[src/rtl/lfsr_arbiter.sv]
// Seeds, reseeds and shares one 8-bit LFSR between two round-robin requesters.
// Optional build macro LFSR_LOCKUP_RESEED_EN adds automatic recovery from all-zero lockup.
module lfsr_arbiter #(
    parameter int unsigned WORD_W = 8,
    parameter logic [7:0]  SEED   = 8'hA5
) (
    input  logic              clk,
    input  logic              rst,
    input  logic [1:0]        req,
    input  logic              seed_wr,
    input  logic [7:0]        seed_data,
    output logic              lfsr_load,
    output logic [7:0]        lfsr_load_data,
    output logic              lfsr_enable,
    input  logic              lfsr_seq,
    output logic [1:0]        gnt,
    output logic              rsp_valid,
    input  logic              rsp_ready,
    output logic              rsp_id,
    output logic [WORD_W-1:0] rsp_data,
    output logic              busy,
    output logic              reseed_evt
);

    localparam int unsigned CntW = (WORD_W > 1) ? $clog2(WORD_W) : 1;

    typedef enum logic [2:0] {StInit, StSeed, StIdle, StRun, StHold} state_e;

    state_e          state;
    logic [CntW-1:0] bit_cnt;
    logic            rr_ptr;
    logic            pend;
    logic [7:0]      seed_pend;
    logic            pick;
    logic            lockup;
    logic            seed_auto;

    // Round robin only matters when both ask; a lone requester wins outright.
    always_comb begin
        pick = (req == 2'b11) ? rr_ptr : req[1];
    end

`ifdef LFSR_LOCKUP_RESEED_EN
    logic [3:0] zero_cnt;

    // Eight consecutive zero outputs means every state bit is zero.
    assign lockup = (zero_cnt == 4'd8);

    always_ff @(posedge clk or posedge rst) begin
        if (rst) begin
            zero_cnt   <= 4'd0;
            seed_auto  <= 1'b0;
            reseed_evt <= 1'b0;
        end else begin
            reseed_evt <= 1'b0;
            if (lfsr_load) begin
                zero_cnt <= 4'd0;
            end else if (lfsr_enable) begin
                if (lfsr_seq) zero_cnt <= 4'd0;
                else if (!lockup) zero_cnt <= zero_cnt + 4'd1;
            end
            if (state == StHold && rsp_ready && lockup) begin
                seed_auto  <= 1'b1;
                reseed_evt <= 1'b1;
            end else if (state == StSeed) begin
                seed_auto <= 1'b0;
            end
        end
    end
`else
    assign lockup     = 1'b0;
    assign seed_auto  = 1'b0;
    assign reseed_evt = 1'b0;
`endif

    always_comb begin
        lfsr_load      = (state == StInit) || (state == StSeed);
        lfsr_enable    = (state == StRun);
        lfsr_load_data = (state == StSeed && !seed_auto) ? seed_pend : SEED;
    end

    always_ff @(posedge clk or posedge rst) begin
        if (rst) begin
            state     <= StInit;
            bit_cnt   <= '0;
            rr_ptr    <= 1'b0;
            pend      <= 1'b0;
            seed_pend <= 8'h00;
            gnt       <= 2'b00;
            rsp_valid <= 1'b0;
            rsp_id    <= 1'b0;
            rsp_data  <= '0;
            busy      <= 1'b1;
        end else begin
            if (seed_wr) begin
                seed_pend <= seed_data;
                pend      <= 1'b1;
            end
            case (state)
                StInit: begin
                    state <= StIdle;
                    busy  <= 1'b0;
                end
                StSeed: begin
                    state <= StIdle;
                    busy  <= 1'b0;
                    // An automatic reseed leaves the user's pending value queued.
                    if (!seed_auto && !seed_wr) pend <= 1'b0;
                end
                StIdle: begin
                    if (pend) begin
                        state <= StSeed;
                        busy  <= 1'b1;
                    end else if (|req) begin
                        state   <= StRun;
                        busy    <= 1'b1;
                        rsp_id  <= pick;
                        gnt     <= pick ? 2'b10 : 2'b01;
                        bit_cnt <= '0;
                    end
                end
                StRun: begin
                    rsp_data <= WORD_W'({rsp_data, lfsr_seq});
                    if (bit_cnt == CntW'(WORD_W - 1)) begin
                        state     <= StHold;
                        rsp_valid <= 1'b1;
                    end else begin
                        bit_cnt <= bit_cnt + 1'b1;
                    end
                end
                StHold: begin
                    if (rsp_ready) begin
                        rsp_valid <= 1'b0;
                        gnt       <= 2'b00;
                        rr_ptr    <= ~rsp_id;
                        // Going straight to SEED keeps a queued reseed to one cycle of delay.
                        if (lockup || pend) begin
                            state <= StSeed;
                        end else begin
                            state <= StIdle;
                            busy  <= 1'b0;
                        end
                    end
                end
                default: state <= StInit;
            endcase
        end
    end

endmodule

[config.mk]
export PLATFORM = sky130hd
export DESIGN_NAME = lfsr_arbiter
export DESIGN_NICKNAME = d
export VERILOG_FILES = /design/src/rtl/lfsr_arbiter.sv
export SDC_FILE = /design/constraint.sdc
export NUM_CORES = 1
export LEC_CHECK = 0
export ABC_CLOCK_PERIOD_IN_PS = 2900
export CAP_MARGIN = 5
export CORE_ASPECT_RATIO = 1.25
export CORE_MARGIN = 5
export CORE_UTILIZATION = 30
export CTS_BUF_LIST = sky130_fd_sc_hd__clkbuf_4 sky130_fd_sc_hd__clkbuf_8 sky130_fd_sc_hd__clkbuf_16
export DETAILED_ROUTE_END_ITERATION = 16
export PLACE_DENSITY_LB_ADDON = 0.1
export SYNTH_ARGS = -nofsm -noshare
export SYNTH_HDL_FRONTEND = slang
export SYNTH_SLANG_ARGS = --single-unit
[constraint.sdc]
create_clock -name clk -period 2.9 [get_ports clk]
set_input_delay 0.29 -clock clk [delete_from_list [all_inputs] [get_ports clk]]
set_output_delay 0.29 -clock clk [all_outputs]
set_load 0.05 [all_outputs]
==> metrics, run 1 <==
FF+latch count, synth 29; syn avg cell area 13.0 sq um; initial DRC count 15; area of the die 0.00591 sq mm; num rows 27; CTS Buf Count 5; average wire per standard cell 14.1 microns; crit-path max cell delay 800 ps; Warnings, synthesis 0; CP bufs+invs 3; drt pass-1 iters 4; VDD IR-drop max 0.383 mV; Worst path top cell family by delay buffers and inverters; area growth from synthesis to layout 41.3%; CTS resizes 0; Critical Path End Type output pin; crit path time final 2490 ps; status finished, final reports clean; Register Area 727 sq um; Pwr Density 1290 mW/mm^2; Worst-Skew Late Latency 280 ps; Post-DP HPWL 2070 microns; Top FF cell, synth dfrtp_1; Max Cap Viol 0; Final setup viols 0; Post-Synthesis Cells 103; Clock Root Buffer clkbuf_8; DR WL met3 187 microns; setup bufs post-CTS 0; Worst EP arrival 2200 ps; largest area contributor in the netlist dfrtp_1; fill count 421; top post-synthesis cells by count dfrtp_1, mux2_2, mux2_4; met1 WL 1140 microns; setup TNS 0 ps; syn nets 120; share of cells above drive strength 1 0.228; Tot Pwr 0.00245 W; Worst Skew 7.76 ps; Max Used Layer met4; first-pass GRT wire length 4890 microns; final instance area 0.00189 sq mm; asr flop ratio synth 1.00; worst hold-check path type primary input to asynchronous set/reset pin; width of the die 69.8 microns; placed instance area 0.00176 sq mm; area of the multi-input gates 548 sq um; startpoint types register; Leak 0.836 nW; post-cts hold buffer count 0; H-tree Lvls 2; Vias per Instance 4.58; Sink Count 29; Final Hold Vio Count 0; worst-path maximum fanout 9; gr usage total 0.105; Tcrit/Tclk final 0.859; initial antenna violation count 0; DRC 0; ranking of synthesized cells by area dfrtp_1, mux2_2, mux2_4, a22o_1, nand2b_1; Crit Path Category register to output pin; Max clock buf depth 2; critical path, cell by cell inv_1 > nor3_2 > buf_4 > and2_1 > clkdlybuf4s50_1; GP Congestion 0.731; IO Pins 39; post-synth cell types 31; Die Span Y 84.7 microns; most frequent cell after synthesis dfrtp_1; Worst-path clk slew 70 ps; FMAX 401 MHz; starting density of the core 0.307; Port Buffers 37; CP Data Required Time 2610 ps; CORE AREA 0.00436 sq mm; Slowest-stage cell, CP clkdlybuf4s50_1; actual slew at the worst max-slew pin 512 ps; Post-synth EDFFs 0; Yosys top cell area share 0.523; total gr overflow 0; # diodes 0; CTS tree done; max-slew violations 0; final worst slack 408 ps; RSZ-0062 raised after global routing false; WL met2 1490 microns; DR vias 930; fin nets 161; largest net degree at the start of global routing 30; Cell Area, Synth 0.00134 sq mm; dpl ws 699 ps; worst relative slew slack 0.658; part of the Yosys area used for sequential elements 0.542; post-route ant nets 0; final WL 2870 microns; vias in the first global route 1015
-- sequential cells by signal, summed over array words and instances, names as in the netlist --
register   cells
gnt            2
busy           1
bit_cnt        3
rsp_data       8
rsp_valid      1
pend           1
rsp_id         1
state          3
seed_pend      8
rr_ptr         1
-- worst paths after layout --
kind	from	endpoint	slack [ps]	cells past startpoint
min	rst	rsp_data[0]	370	3
max reg2reg	bit_cnt[0]	bit_cnt[0]	1220	5
min in group clk	rsp_id	rr_ptr	490	1
min reg2reg	rsp_id	rr_ptr	490	1
max	state[0]	lfsr_load_data[3]	410	5
max in group asynchronous	rst	busy	2190	3
-- worst register-to-register path, stage by stage, from the launching register on --
cell and delay (ps):
dfrtp_1 400, ha_1 200, ha_1 230, and4bb_2 370, a21oi_1 90, mux2_2 280
-- cell families after synthesis --
logic type / after synthesis / share of synthesized area
and+or+nand+nor: 26 / 0.134
AOI/OAI and AO/OA: 17 / 0.0906
muxes: 17 / 0.162
DFF: 29 / 0.542
buffers and inverters: 11 / 0.0485
other: 1 / 0.00280
adders and majority gates: 2 / 0.0187
-- report_power, final --
group	internal, W	switching, W
logic	0.000535	0.000723
registers	0.000561	0.000133
clock network	0.000341	0.000157
total	0.00144	0.00101
-- metrics by stage --
step | utilization | hold WS, ps | cells
after detailed placement | 0.404 | 477 | 195
after CTS | 0.434 | 400 | 203
after global routing | 0.434 | 435 | 203
final | 0.434 | 374 | 203
after global placement | 0.404 | 461 | 195
after floorplan | - | 367 | 103
-- cells in the final DEF, fill, tap and decap left out, drive strengths merged, types with 4 or more instances in the layout --
| cell type | netlist | layout |
|---|---|---|
| a21oi | 5 | 5 |
| nand2b | 5 | 5 |
| and2 | 4 | 4 |
| clkbuf | 1 | 5 |
| clkdlybuf4s50 | 0 | 37 |
| dfrtp | 28 | 28 |
| inv | 5 | 5 |
| nand2 | 4 | 4 |
| nor2 | 4 | 4 |
| mux2 | 17 | 17 |
| a22o | 4 | 4 |
-- final cells by class --
type | count | area share
clock buffer | 5 | 0.0364
inverter | 5 | 0.00991
tap | 58 | 0.0383
timing repair buffer | 40 | 0.208
clock inverter | 3 | 0.0344
sequential | 29 | 0.384
multi-input combinational | 63 | 0.289
-- per-layer routing --
layer | global-route usage | vias to the layer above
li1 | - | 438
met1 | 0.112 | 459
met2 | 0.182 | 28
met3 | 0.0443 | 5
met4 | 0.0418 | 0
met5 | 0 | -
Note: power is estimated with default switching activity, not from simulation.
==> inputs of run 2 (changes only) <==
SLEW_MARGIN = 15   (was default)
==> results of run 2 <==
The final DEF is identical to that of run 1; final timing and power are the same.
==> inputs of run 3 (changes only) <==
CORE_UTILIZATION = 50   (was 30)
==> run 3 against run 2 <==
  * Maximum frequency fell by 8.8%
  * Cell count fell by 12%
  * Flip-flop and latch count did not move
  * Clock-buffer cell count rose by 3
  * Global-route usage rose by 4.7 points
  * Clock power fell by 47%
  * Die area fell by 35%
==> metrics, run 3 (same netlist as run 1, synthesis figures left out) <==
Worst-path clk slew 90 ps; Max Cap Viol 0; worst-path maximum fanout 9; RSZ-0062 raised after global routing false; initial antenna violation count 0; Max clock buf depth 2; startpoint types register; DRC 0; worst hold-check path type primary input to asynchronous set/reset pin; Final setup viols 0; starting density of the core 0.510; first-pass GRT wire length 4500 microns; initial DRC count 36; status finished, final reports clean; Port Buffers 37; post-cts hold buffer count 0; max-slew violations 0; Worst Skew 16.8 ps; CTS Buf Count 5; Pwr Density 1230 mW/mm^2; Worst path top cell family by delay buffers and inverters; fin nets 160; share of cells above drive strength 1 0.222; CTS tree done; largest net degree at the start of global routing 30; most frequent cells in the layout clkdlybuf4s50_1, dfrtp_1, mux2_2, mux2_4, clkbuf_4; non-filler instance count after layout 178; IO Pins 39; worst relative slew slack 0.653; Worst-Skew Late Latency 310 ps; VDD IR-drop max 0.783 mV; Tot Pwr 0.00221 W; num rows 21; Die Span Y 67.9 microns; Final Hold Vio Count 0; Critical Path End Type output pin; Leak 0.802 nW; CP bufs+invs 2; gr usage total 0.152; GP Congestion 0.778; crit-path max cell delay 810 ps; area of the die 0.00382 sq mm; total gr overflow 0; Crit Path Category register to output pin; CTS resizes 0; vias in the first global route 1000; CP Data Required Time 2610 ps; actual slew at the worst max-slew pin 519 ps; Top Registers rsp_data x8, seed_pend x8; DR vias 902; setup TNS 0 ps; final WL 2640 microns; Vias per Instance 5.07; width of the die 56.3 microns; placed insts 170; Worst EP arrival 2440 ps; drt pass-1 iters 4; Sink Count 29; critical path, cell by cell inv_1 > nor3_2 > and2_1 > clkdlybuf4s50_1; Tcrit/Tclk final 0.942; crit path time final 2730 ps; H-tree Lvls 2; area growth from synthesis to layout 33.4%; # diodes 0; setup bufs post-CTS 0; CORE AREA 0.00263 sq mm; Clock Root Buffer clkbuf_4; Post-DP HPWL 1960 microns; FMAX 366 MHz; post-route ant nets 0; average wire per standard cell 14.8 microns; Slowest-stage cell, CP clkdlybuf4s50_1; commonest non-fill, non-tap cell in the layout clkdlybuf4s50_1
-- run 3: final timing paths --
check,startpoint,end,slack (ps),cells past startpoint
setup / recovery,state[0],lfsr_load_data[3],170,4
hold / removal,rst,state[0],350,3
setup reg to reg,bit_cnt[0],bit_cnt[0],1230,5
hold reg to reg,rsp_id,rr_ptr,490,1
max in group asynchronous,rst,busy,2240,3
min in group clk,rsp_id,rr_ptr,490,1
-- run 3: report_power, final --
part	internal [W]	total, W	leakage [nW]	switching [W]
clock network	0.000138	0.000264	0.0394	0.000125
registers	0.000560	0.000695	0.338	0.000135
logic	0.000528	0.00125	0.425	0.000720
total	0.00123	0.00221	0.802	0.000980
-- run 3: tightest hold or removal path, delay by kind of cell --
family,cells,cell delay (ps)
buffers and inverters,3,780
-- run 3: metrics by stage --
stage | area (sq um) | setup WS (ps) | utilization | hold WS, ps
final | 1790 | 167 | 0.680 | 346
after global routing | 1790 | 5.84 | 0.680 | 387
after CTS | 1790 | 127 | 0.680 | 350
after detailed placement | 1720 | 485 | 0.655 | 478
after global placement | 1720 | 563 | 0.655 | 470
after floorplan | 1340 | 1300 | - | 367
-- run 3: per-layer routing --
layer / GRT usage / part of all wire / up-vias
li1: - / - / 439
met2: 0.268 / 0.53 / 25
met4: 0.0623 / 0.0072 / 0
met3: 0.0509 / 0.053 / 2
met5: 0 / 0 / -
met1: 0.170 / 0.41 / 436
-- run 3: layout make-up --
class | count | area (sq um)
clock buffer | 8 | 66.3
fill | 214 | 840
timing repair buffer | 39 | 385
inverter | 5 | 18.8
tap | 34 | 42.5
sequential | 29 | 727
multi-input combinational | 63 | 548
